`config.mk`:
```
export PLATFORM = sky130hd
export DESIGN_NAME = mxs_pipe_sel_flat
export DESIGN_NICKNAME = d
export VERILOG_FILES = /design/src/rtl/mxs_pipe_sel_pkg.sv /design/src/rtl/mxs_pipe_sel_if.sv /design/src/rtl/mxs_pipe_sel_rr_arb.sv /design/src/rtl/mxs_pipe_sel.sv /design/src/flat_wrapper.sv
export SDC_FILE = /design/constraint.sdc
export NUM_CORES = 1
export LEC_CHECK = 0
export CORE_UTILIZATION = 45
export CTS_CLUSTER_SIZE = 16
export DETAILED_ROUTE_END_ITERATION = 6
export PLACE_DENSITY = 0.89
export SETUP_SLACK_MARGIN = 0.05
export SLEW_MARGIN = 5
export SYNTH_ARGS = -nofsm -noshare
export SYNTH_HDL_FRONTEND = slang
export SYNTH_HIERARCHICAL = 1
export SYNTH_SLANG_ARGS = --single-unit
export TNS_END_PERCENT = 10
```
`constraint.sdc`:
```
create_clock -name clk -period 3.5 [get_ports clk]
set_clock_uncertainty 0.15 [all_clocks]
set_input_delay 0.35 -clock clk [delete_from_list [all_inputs] [get_ports clk]]
set_output_delay 0.35 -clock clk [all_outputs]
set_load 0.02 [all_outputs]
```
`src/rtl/mxs_pipe_sel_pkg.sv`:
```
// -----------------------------------------------------------------------------
// mxs_pkg
// Shared constants and helpers for the mxs_pipe_sel selector slice.
//   DEF_W / DEF_N : default channel data width and channel count
//   MODE_FIXED    : select the channel given by sel
//   MODE_RR       : round-robin among valid channels
//   wrap_add()    : (base + off) mod n for small non-negative operands
// -----------------------------------------------------------------------------
package mxs_pkg;

    localparam int DEF_W = 5;
    localparam int DEF_N = 4;

    localparam logic MODE_FIXED = 1'b0;
    localparam logic MODE_RR    = 1'b1;

    // Operands are always < n, so one conditional subtract replaces a true
    // modulo and stays cheap for non-power-of-two channel counts.
    function automatic int wrap_add(int base, int off, int n);
        int s;
        s = base + off;
        return (s >= n) ? s - n : s;
    endfunction

endpackage

```
`src/rtl/mxs_pipe_sel_if.sv`:
```
// -----------------------------------------------------------------------------
// mxs_pipe_sel_if
// Handshake bundle of the N:1 pipelined selector.
//   in_data   [N*W] : channel i at bits [i*W +: W]
//   in_valid  [N]   : per-channel valid
//   in_ready  [N]   : per-channel ready (driven by the selector)
//   mode            : MODE_FIXED / MODE_RR
//   sel       [SW]  : channel index for MODE_FIXED
//   out_data  [W]   : registered selected word
//   out_ch    [SW]  : registered index of the source channel
//   out_valid       : output register holds a word
//   out_ready       : downstream accepts the word
// Modports: master = upstream/downstream environment, slave = selector.
// -----------------------------------------------------------------------------
interface mxs_pipe_sel_if
    import mxs_pkg::*;
#(
    parameter int W = DEF_W,
    parameter int N = DEF_N
) ();

    localparam int SW = $clog2(N);

    logic [N*W-1:0] in_data;
    logic [N-1:0]   in_valid;
    logic [N-1:0]   in_ready;
    logic           mode;
    logic [SW-1:0]  sel;
    logic [W-1:0]   out_data;
    logic [SW-1:0]  out_ch;
    logic           out_valid;
    logic           out_ready;

    modport master (
        output in_data, in_valid, mode, sel, out_ready,
        input  in_ready, out_data, out_ch, out_valid
    );

    modport slave (
        input  in_data, in_valid, mode, sel, out_ready,
        output in_ready, out_data, out_ch, out_valid
    );

endinterface

```
`src/rtl/mxs_pipe_sel_rr_arb.sv`:
```
// -----------------------------------------------------------------------------
// mxs_rr_arb
// Combinational round-robin arbiter: first valid channel searching upward
// from rr_ptr_i, wrapping modulo N.
//   in_valid_i  [N]  : requests
//   rr_ptr_i    [SW] : highest-priority channel (always < N)
//   grant_o     [N]  : one-hot grant, zero when no request
//   grant_idx_o [SW] : encoded grant index (0 when no request)
// -----------------------------------------------------------------------------
module mxs_rr_arb
    import mxs_pkg::*;
#(
    parameter int N = DEF_N,
    localparam int SW = $clog2(N)
) (
    input  logic [N-1:0]  in_valid_i,
    input  logic [SW-1:0] rr_ptr_i,
    output logic [N-1:0]  grant_o,
    output logic [SW-1:0] grant_idx_o
);

    logic found;

    always_comb begin
        // NOTE: every output of a combinational block gets a default first;
        // a path that leaves one unassigned would infer a latch.
        grant_o     = '0;
        grant_idx_o = '0;
        found       = 1'b0;
        for (int k = 0; k < N; k++) begin
            if (!found && in_valid_i[wrap_add(int'(rr_ptr_i), k, N)]) begin
                found                                      = 1'b1;
                grant_o[wrap_add(int'(rr_ptr_i), k, N)]    = 1'b1;
                grant_idx_o = SW'(wrap_add(int'(rr_ptr_i), k, N));
            end
        end
    end

endmodule

```
`src/rtl/mxs_pipe_sel.sv`:
```
// -----------------------------------------------------------------------------
// mxs_pipe_sel
// N:1 datapath selector with a registered output stage and valid/ready on
// every channel. Fixed-select or round-robin grant; one-cycle latency, one
// word per cycle when the downstream is ready.
//   clk   : clock, rising edge
//   rst_n : synchronous active-low reset
//   bus   : mxs_pipe_sel_if.slave (channels in, selected word out)
// -----------------------------------------------------------------------------
module mxs_pipe_sel
    import mxs_pkg::*;
#(
    parameter int W = DEF_W,
    parameter int N = DEF_N
) (
    input  logic          clk,
    input  logic          rst_n,
    mxs_pipe_sel_if.slave bus
);

    localparam int SW = $clog2(N);

    logic [W-1:0]  out_data_q,  out_data_d;
    logic [SW-1:0] out_ch_q,    out_ch_d;
    logic          out_valid_q, out_valid_d;
    logic [SW-1:0] rr_ptr_q,    rr_ptr_d;

    logic [N-1:0]  rr_grant;
    logic [SW-1:0] rr_idx;
    logic [N-1:0]  fix_grant;
    logic [N-1:0]  grant;
    logic [SW-1:0] grant_idx;
    logic [N-1:0]  in_ready;
    logic          can_load;
    logic          transfer;

    mxs_rr_arb #(.N(N)) u_arb (
        .in_valid_i  (bus.in_valid),
        .rr_ptr_i    (rr_ptr_q),
        .grant_o     (rr_grant),
        .grant_idx_o (rr_idx)
    );

    // Compare sel against every legal index rather than indexing with it, so
    // an out-of-range sel simply yields no grant.
    always_comb begin
        fix_grant = '0;
        for (int i = 0; i < N; i++) begin
            if (bus.sel == SW'(i)) begin
                fix_grant[i] = bus.in_valid[i];
            end
        end
    end

    assign grant     = (bus.mode == MODE_RR) ? rr_grant : fix_grant;
    assign grant_idx = (bus.mode == MODE_RR) ? rr_idx   : bus.sel;

    // out_ready reaches only in_ready; the output registers never see it
    // combinationally. Reset suppresses every grant.
    assign can_load = ~out_valid_q | bus.out_ready;
    assign in_ready = grant & {N{can_load & rst_n}};
    assign transfer = |(bus.in_valid & in_ready);

    always_comb begin
        out_data_d  = out_data_q;
        out_ch_d    = out_ch_q;
        out_valid_d = out_valid_q;
        rr_ptr_d    = rr_ptr_q;
        if (transfer) begin
            out_data_d  = bus.in_data[int'(grant_idx)*W +: W];
            out_ch_d    = grant_idx;
            out_valid_d = 1'b1;
            if (bus.mode == MODE_RR) begin
                rr_ptr_d = SW'(wrap_add(int'(grant_idx), 1, N));
            end
        end else if (out_valid_q && bus.out_ready) begin
            // Drained with nothing to replace it; data/channel keep stale values.
            out_valid_d = 1'b0;
        end
    end

    always_ff @(posedge clk) begin
        // NOTE: state registers use non-blocking assignments so every flop
        // samples its pre-edge next-state value regardless of statement order.
        if (!rst_n) begin
            out_data_q  <= '0;
            out_ch_q    <= '0;
            out_valid_q <= 1'b0;
            rr_ptr_q    <= '0;
        end else begin
            out_data_q  <= out_data_d;
            out_ch_q    <= out_ch_d;
            out_valid_q <= out_valid_d;
            rr_ptr_q    <= rr_ptr_d;
        end
    end

    assign bus.in_ready  = in_ready;
    assign bus.out_data  = out_data_q;
    assign bus.out_ch    = out_ch_q;
    assign bus.out_valid = out_valid_q;

endmodule

```
`src/flat_wrapper.sv`:
```
// flat-port wrapper written by rule: the top's interface ports become plain ports
module mxs_pipe_sel_flat import mxs_pkg::*;
#(
    parameter int W = DEF_W,
    parameter int N = DEF_N
)
  (clk, rst_n, bus_in_data, bus_in_valid, bus_mode, bus_sel, bus_out_ready, bus_in_ready, bus_out_data, bus_out_ch, bus_out_valid);
  mxs_pipe_sel_if #(.W(W), .N(N)) bus_i ();
  input  logic clk;
  input  logic rst_n;
  input wire logic [$bits(bus_i.in_data)-1:0] bus_in_data;
  input wire logic [$bits(bus_i.in_valid)-1:0] bus_in_valid;
  input wire logic [$bits(bus_i.mode)-1:0] bus_mode;
  input wire logic [$bits(bus_i.sel)-1:0] bus_sel;
  input wire logic [$bits(bus_i.out_ready)-1:0] bus_out_ready;
  output wire logic [$bits(bus_i.in_ready)-1:0] bus_in_ready;
  output wire logic [$bits(bus_i.out_data)-1:0] bus_out_data;
  output wire logic [$bits(bus_i.out_ch)-1:0] bus_out_ch;
  output wire logic [$bits(bus_i.out_valid)-1:0] bus_out_valid;
  assign bus_i.in_data = bus_in_data;
  assign bus_i.in_valid = bus_in_valid;
  assign bus_i.mode = bus_mode;
  assign bus_i.sel = bus_sel;
  assign bus_i.out_ready = bus_out_ready;
  assign bus_in_ready = bus_i.in_ready;
  assign bus_out_data = bus_i.out_data;
  assign bus_out_ch = bus_i.out_ch;
  assign bus_out_valid = bus_i.out_valid;
  mxs_pipe_sel #(.W(W), .N(N)) u_core (.clk(clk), .rst_n(rst_n), .bus(bus_i));
endmodule
```
# [Word level (Yosys, flattened, before mapping)]
# Index checks and enable logic that the tools add are counted.
[word_totals] ff_bits=10 in_bits=30 out_inout_bits=12 wordCells=98
[op_classes] add_sub_neg=9 n_mul=1 magnitude_cmp=13 eq_ne=3 n_shift=1 mux=44 bitwise_logic=8 reduce_logical=15
[ops] operator=">= comparator 32 x 1 -> 1 bit, second input constant" count=4
[ops] operator="< comparator 32 x 4 -> 1 bit, second input constant" count=4
[ops] operator="two-way mux 32 bit" count=4
[ops] operator="indexed part select 20 x 32 -> 5 bit" count=1
[ops] operator="two-way mux 1 bit" count=21
[ops] operator="two-way mux 4 bit" count=5
[ops] operator=">= comparator 3 bit, second input constant" count=4
[ops] operator="two-way mux 2 bit" count=6
[ops] operator="bitwise OR 4 bit" count=3
[ops] operator="subtractor 3 x 3 -> 4 bit, second input constant" count=3
[ops] operator="AND 4 bit" count=2
[ops] operator="binary-select mux 1 bit (select 2 bit)" count=4
[ops] operator="demux 1 bit (select 2 bit)" count=4
[ops] operator="logical AND 1 bit" count=8
[ops] operator="adder 2 x 1 -> 3 bit, second input constant" count=2
[ops] operator="adder 2 x 2 -> 3 bit, second input constant" count=2
[ops] operator="multiplier 2 x 3 -> 5 bit, second input constant" count=1
[ops] operator="equality test 2 bit, second input constant" count=2
[ops] operator="OR reduction 4 bit" count=1
[ops] operator="subtractor 2 x 3 -> 4 bit, second input constant" count=1
[ops] operator=">= comparator 2 x 3 -> 1 bit, second input constant" count=1
[ops] operator="logical NOT 1 bit" count=3
[ops] operator="equality test 2 x 1 -> 1 bit, second input constant" count=1
[ops] operator="logical NOT 2 bit" count=1
[ops] operator="6 further kinds" count=6

# [Longest topological paths before layout]
# Gate-level depths: netlist of the first run.
[logic_depth] depth_word=20 mapped_depth=12 depth_no_buf=10

# [Hierarchy]
# The synthesis of the first run kept the hierarchy.
[modules_own_cells] module="mxs_pipe_sel" instances=1 cells_each=81 area_each_um2=732.0 seq_area_each_um2=200.2
[modules_own_cells] module="mxs_rr_arb" instances=1 cells_each=51 area_each_um2=478.0 seq_area_each_um2=0.0

# [Worst setup path before layout of the first run]
# Ideal clock, no wire load.
[synth_timing] kind="register to register" from="register u_core.rr_ptr_q[1]" to="register u_core.out_ch_q[0] (netlist: u_core/bus.out_ch[0])" setup_time_ns=0.070 arrival_time_ns=2.998 required_time_ns=3.280 slack_ns=0.282 stages_incl_launch_ff=12 n_path_buf=1 period_less_slack_ns=3.218 path_cell_list="dfxtp_1 inv_1 ha_1 mux4_2 nor2b_4 a221oi_1 o2bb2ai_1 a22oi_1 and3_1 clkbuf_1 or4_1 a21oi_1"
[synth_via] elab_chain_cells=19 word_cells_on_any_way=72 cone_classes="7 x add/sub; 12 x order compare; 37 x mux; 5 x bitwise; 11 x reduce/logical"
[synth_lines] item="start, declared" line_no="mxs_pipe_sel.sv:26" rtl="logic [SW-1:0] rr_ptr_q, rr_ptr_d;"
[synth_lines] item="start signal, assigned" line_no="mxs_pipe_sel.sv:94" rtl="rr_ptr_q <= rr_ptr_d;"
[synth_lines] item="branches (longest 14 deep; another with >= comparator 32 x 1 -> 1 bit)"
[synth_lines] item="two-way mux 4 bit (*)" line_no="mxs_pipe_sel_rr_arb.sv:31" rtl="if (!found && in_valid_i[wrap_add(int'(rr_ptr_i), k, N)]) begin"
[synth_lines] item="net u_core.rr_grant[1]" line_no="mxs_pipe_sel.sv:28" rtl="logic [N-1:0] rr_grant;"
[synth_lines] item="two-way mux 4 bit (*)" line_no="mxs_pipe_sel.sv:55" rtl="assign grant = (bus.mode == MODE_RR) ? rr_grant : fix_grant;"
[synth_lines] item="AND 4 bit (*)" line_no="mxs_pipe_sel.sv:61" rtl="assign in_ready = grant & {N{can_load & rst_n}};"
[synth_lines] item="AND 4 bit (*)" line_no="mxs_pipe_sel.sv:62" rtl="assign transfer = |(bus.in_valid & in_ready);"
[synth_lines] item="OR reduction 4 bit (*)" line_no="mxs_pipe_sel.sv:62"
[synth_lines] item="end signal, assigned" line_no="mxs_pipe_sel.sv:92" rtl="out_ch_q <= out_ch_d;"
[synth_lines] item="end, declared" line_no="mxs_pipe_sel.sv:24" rtl="logic [SW-1:0] out_ch_q, out_ch_d;"
# Mark *: on every way through the listed nets, which the timed path passes. The select of a mux whose other input is x is not followed.
# A chain may end at the register's enable or synchronous reset.

# [Worst setup path after layout of the first run]
[layout_timing] from="input bus_in_valid[2]" to="register u_core.out_data_q[1] (netlist: u_core/bus.out_data[1])"
[layout_via] elab_chain_cells=17 word_cells_on_any_way=40 cone_classes="1 x mul; 1 x shift; 26 x mux; 5 x bitwise; 7 x reduce/logical"
[layout_lines] item="start, declared" line_no="flat_wrapper.sv:12" rtl="input wire logic [$bits(bus_i.in_valid)-1:0] bus_in_valid;"
[layout_lines] item="binary-select mux 1 bit (select 2 bit)" line_no="mxs_pipe_sel_rr_arb.sv:31"
[layout_lines] item="two-way mux 1 bit (implied by the code) (2 in a row)" line_no="mxs_pipe_sel_rr_arb.sv:31"
[layout_lines] item="two-way mux 1 bit" line_no="mxs_pipe_sel_rr_arb.sv:31"
[layout_lines] item="logical NOT 1 bit" line_no="mxs_pipe_sel_rr_arb.sv:31"
[layout_lines] item="logical AND 1 bit" line_no="mxs_pipe_sel_rr_arb.sv:31"
[layout_lines] item="two-way mux 1 bit" line_no="mxs_pipe_sel_rr_arb.sv:31"
[layout_lines] item="logical NOT 1 bit" line_no="mxs_pipe_sel_rr_arb.sv:31"
[layout_lines] item="logical AND 1 bit" line_no="mxs_pipe_sel_rr_arb.sv:31"
[layout_lines] item="two-way mux 1 bit" line_no="mxs_pipe_sel_rr_arb.sv:31"
[layout_lines] item="logical NOT 1 bit" line_no="mxs_pipe_sel_rr_arb.sv:31"
[layout_lines] item="logical AND 1 bit" line_no="mxs_pipe_sel_rr_arb.sv:31"
[layout_lines] item="two-way mux 4 bit (*)" line_no="mxs_pipe_sel_rr_arb.sv:31"
[layout_lines] item="net u_core.rr_grant[1]" line_no="mxs_pipe_sel.sv:28"
[layout_lines] item="two-way mux 4 bit (*)" line_no="mxs_pipe_sel.sv:55"
[layout_lines] item="AND 4 bit (*)" line_no="mxs_pipe_sel.sv:61"
[layout_lines] item="AND 4 bit (*)" line_no="mxs_pipe_sel.sv:62"
[layout_lines] item="OR reduction 4 bit (*)" line_no="mxs_pipe_sel.sv:62"
[layout_lines] item="end signal, assigned" line_no="mxs_pipe_sel.sv:91" rtl="out_data_q <= out_data_d;"
[layout_lines] item="end, declared" line_no="mxs_pipe_sel.sv:23" rtl="logic [W-1:0] out_data_q, out_data_d;"
# Mark *: on every way through the listed nets, which the timed path passes. The rest lies on a longest branch. The select of a mux whose other input is x is not followed.

==> results of run 1 <==
[cells by family (layout without fill, tap and decap cells)]
kind of cell,Yosys count,after routing,synth area share (%)
multiplexers,26,26,26.27
adder cells (fa/ha/maj),8,8,8.273
buffers and inverters,14,61,6.722
flip-flops,10,10,16.55
AND/OR/NAND/NOR,36,36,17.48
AO/OA/AOI/OAI,37,37,23.99
XOR/XNOR,1,1,0.7240
[metal layers]
| metal | wire length, um | share of wire (%) |
|---|---|---|
| met4 | 23 | 0.67 |
| met3 | 185 | 5.4 |
| met5 | 0 | 0 |
| met2 | 1889 | 55 |
| met1 | 1347 | 39 |
[cell type report]
cell class                      count  area [sq um]  share of cell area [%]
Inverter                            6         22.52                   1.305
Multi-Input combinational cell    108         928.4                   53.81
Tap cell                           30         37.54                   2.175
Clock buffer                        4         36.28                   2.103
Timing Repair Buffer               51         500.5                   29.01
Sequential cell                    10         200.2                   11.60
[synth_stat cells (all sizes together)]
master / instances
or4: 2
and3: 1
xnor2: 1
o31ai: 3
mux2: 6
nor3: 2
or3: 1
ha: 8
or2: 1
inv: 6
a221oi: 5
nor2: 10
o21ai: 6
mux2i: 16
mux4: 4
nor2b: 7
o311ai: 5
a2111o: 1
nand3: 2
nand3b: 2
dfxtp: 10
o2bb2ai: 5
a22o: 1
nand2: 6
buf: 6
a211oi: 1
o21a: 1
nand2b: 2
a32oi: 4
a21oi: 3
a22oi: 2
clkbuf: 2
[stage by stage]
| step | instances | power (mW) |
|---|---|---|
| 6_report | 209 | 0.6108 |
| 5_1_grt | 209 | 0.6436 |
| 4_1_cts | 208 | 0.6079 |
| 3_5_place_dp | 204 | 0.5000 |
| 3_3_place_gp | 204 | 0.4873 |
| 2_1_floorplan | 132 | 0.3750 |
[power by group]
group	internal (mW)	total, mW	switching (mW)	leakage (nW)
registers	0.132	0.142	0.0106	0.0824
logic	0.180	0.365	0.185	0.664
clock network	0.0631	0.104	0.0406	0.0210
total	0.375	0.611	0.236	0.767
[critical path: stages]
cell             delay [ns]
clkdlybuf4s50_1        0.53
mux4_2                 0.64
buf_4                  0.19
nor3_4                 0.19
o2bb2ai_1              0.18
a22oi_1                0.13
and3_1                 0.32
buf_4                  0.19
o311ai_0               0.35
o21ai_1                0.14
[state kept, by name (all words and copies together), names as in the netlist]
name	count
u_core/bus.out_valid	1
u_core/bus.out_data	5
u_core/rr_ptr_q	2
u_core/bus.out_ch	2
[timing repair]
item / in CTS / in global routing
buffers inserted: 0 / 1
hold buffers: 0 / 0
resized for setup: 0 / 6
setup endpoints to repair: 0 / 4
[final timing paths]
check | slack (ns) | end | from
worst min register to register | 0.32 | u_core/bus.out_ch[1] | u_core/bus.out_ch[1]
worst min-delay path | 0.32 | u_core/bus.out_ch[1] | u_core/bus.out_ch[1]
worst max-delay path | 0.27 | u_core/bus.out_data[1] | bus_in_valid[2]
worst max register to register | 0.30 | u_core/bus.out_data[1] | u_core/rr_ptr_q[0]
==> summary.txt, run 1 <==
Setup path
  – Type of destination of the critical path: flop
  – Cells on worst reg2reg path: 11
  – Setup CP Type: in2reg
  – Worst Path Required: approximately 3.5 ns
  – Critical path peak fanout: 9
  – Startpoint types: input port
  – Critical path data arrival time: between 3 and 4 ns

Synth
  – Post-synthesis cell area: 1210 sq um
  – Largest cells by area after synthesis: dfxtp_1, mux2i_1, ha_1
  – Area share of the largest cell type after synthesis: 16.55%
  – Synthesized Nets: 170
  – Syn avg cell area: 9.166 sq um
  – Post-synth top area cell: dfxtp_1
  – Synth Register Bits: 10
  – Synth warn: 6
  – Yosys cell types: 38
  – Sequential share of the synthesized area: roughly 17%
  – Mapped Cells: between 100 and 150

Floorplan
  – Die area: between 2000 and 3000 sq um
  – Die H: around 54 um
  – Initial Utilization: between 40% and 50%
  – FP Rows: 18
  – Die Wd: about 54 um
  – Core area: about 2500 sq um
  – IO Count: 42

Clocking
  – CTS Buf Count: 3
  – Clock sinks: 10
  – Clk root buf: clkbuf_4
  – Clk buf depth: 2
  – CTS tree: yes
  – H-tree levels: 1
  – Clk slew on worst S/H paths: approximately 0.070 ns
  – Worst skew pair latency: roughly 0.27 ns

STA
  – Fin. Hold Viols: 0
  – Final Max Slew Viols: 0
  – Hold slack: around 0.32 ns
  – Max_slew headroom: 56.82%
  – Tmin final: 3.228 ns
  – Highest achievable clock rate: roughly 310 MHz
  – Unrepaired setup endpoints after global routing: no
  – Final worst path period share: 92.23%
  – Final setup fails: 0
  – Tightest Pin Transition: 0.6298 ns
  – TNS Setup: 0 ns
  – Worst Setup Slack, final: ~0.27 ns

Route
  – Wirelength per Cell: roughly 16 um
  – Vias per std cell: roughly 6.2
  – DRC Markers: 0
  – Drt pass-1 iters: 5
  – ANT nets after route: 0
  – DRT iter0 DRCs: 56
  – DRT Wirelength: roughly 3.4 mm
  – Total number of vias: 1289

Placed design
  – Pre-CTS WS: -0.02160 ns
  – Placed cell area: between 1500 and 2000 sq um
  – GPL Wtd Cong: about 0.92
  – Input/output buffers: 41
  – Hpwl dp: roughly 2.7 mm

Final layout
  – # diodes: 0
  – Most frequent cells in the layout: clkdlybuf4s50_1, mux2i_1, nor2_1, dfxtp_1, buf_4
  – Fillers: roughly 200
  – Area grow syn2layout: 42.61%
  – Nets: between 200 and 250
  – Commonest non-fill, non-tap cell in the layout: clkdlybuf4s50_1
  – Share of cells above drive strength 1: between 10% and 20%
  – Post-Route Utilization: 69.02%
  – Post-route cell area: about 1700 sq um

Pwr
  – Max VDD drop: ~320 uV
  – Leakage power: 0.7669 nW
  – PwrDens: between 300 and 400 nW/um^2

Global routing
  – Number of global-route vias before repair: approximately 1200
  – GR Util met3: between 1.5 and 2%
  – Total congestion overflow: 0
  – GRT met2 Usage: around half
  – Initial antenna violation count: 0
  – GRT met1 Usage: 27.84%
  – GR peak layer: met2
  – GRT Resource Usage Total: between 20% and 30%
  – First-pass GRT wire length: around 5.4 mm
  – Largest net degree at the start of global routing: 15

Hold path
  – Hold WC Path Type: reg2reg
  – Hold Path Stages: 2

Job
  – Max Cap Violations: 0

Status
  – Status: finished, final reports clean
Power figures use the tool's default switching activity.
==> run 2, diff against run 1 <==
ABC_CLOCK_PERIOD_IN_PS = 3500   (was unset)
==> results of run 2 <==
No change in the layout: final DEF, timing and power equal those of run 1.
==> run 3, diff against run 2 <==
CTS_CLUSTER_SIZE = unset   (was 16)
==> results of run 3 <==
No change in the layout: final DEF, timing and power equal those of run 1.
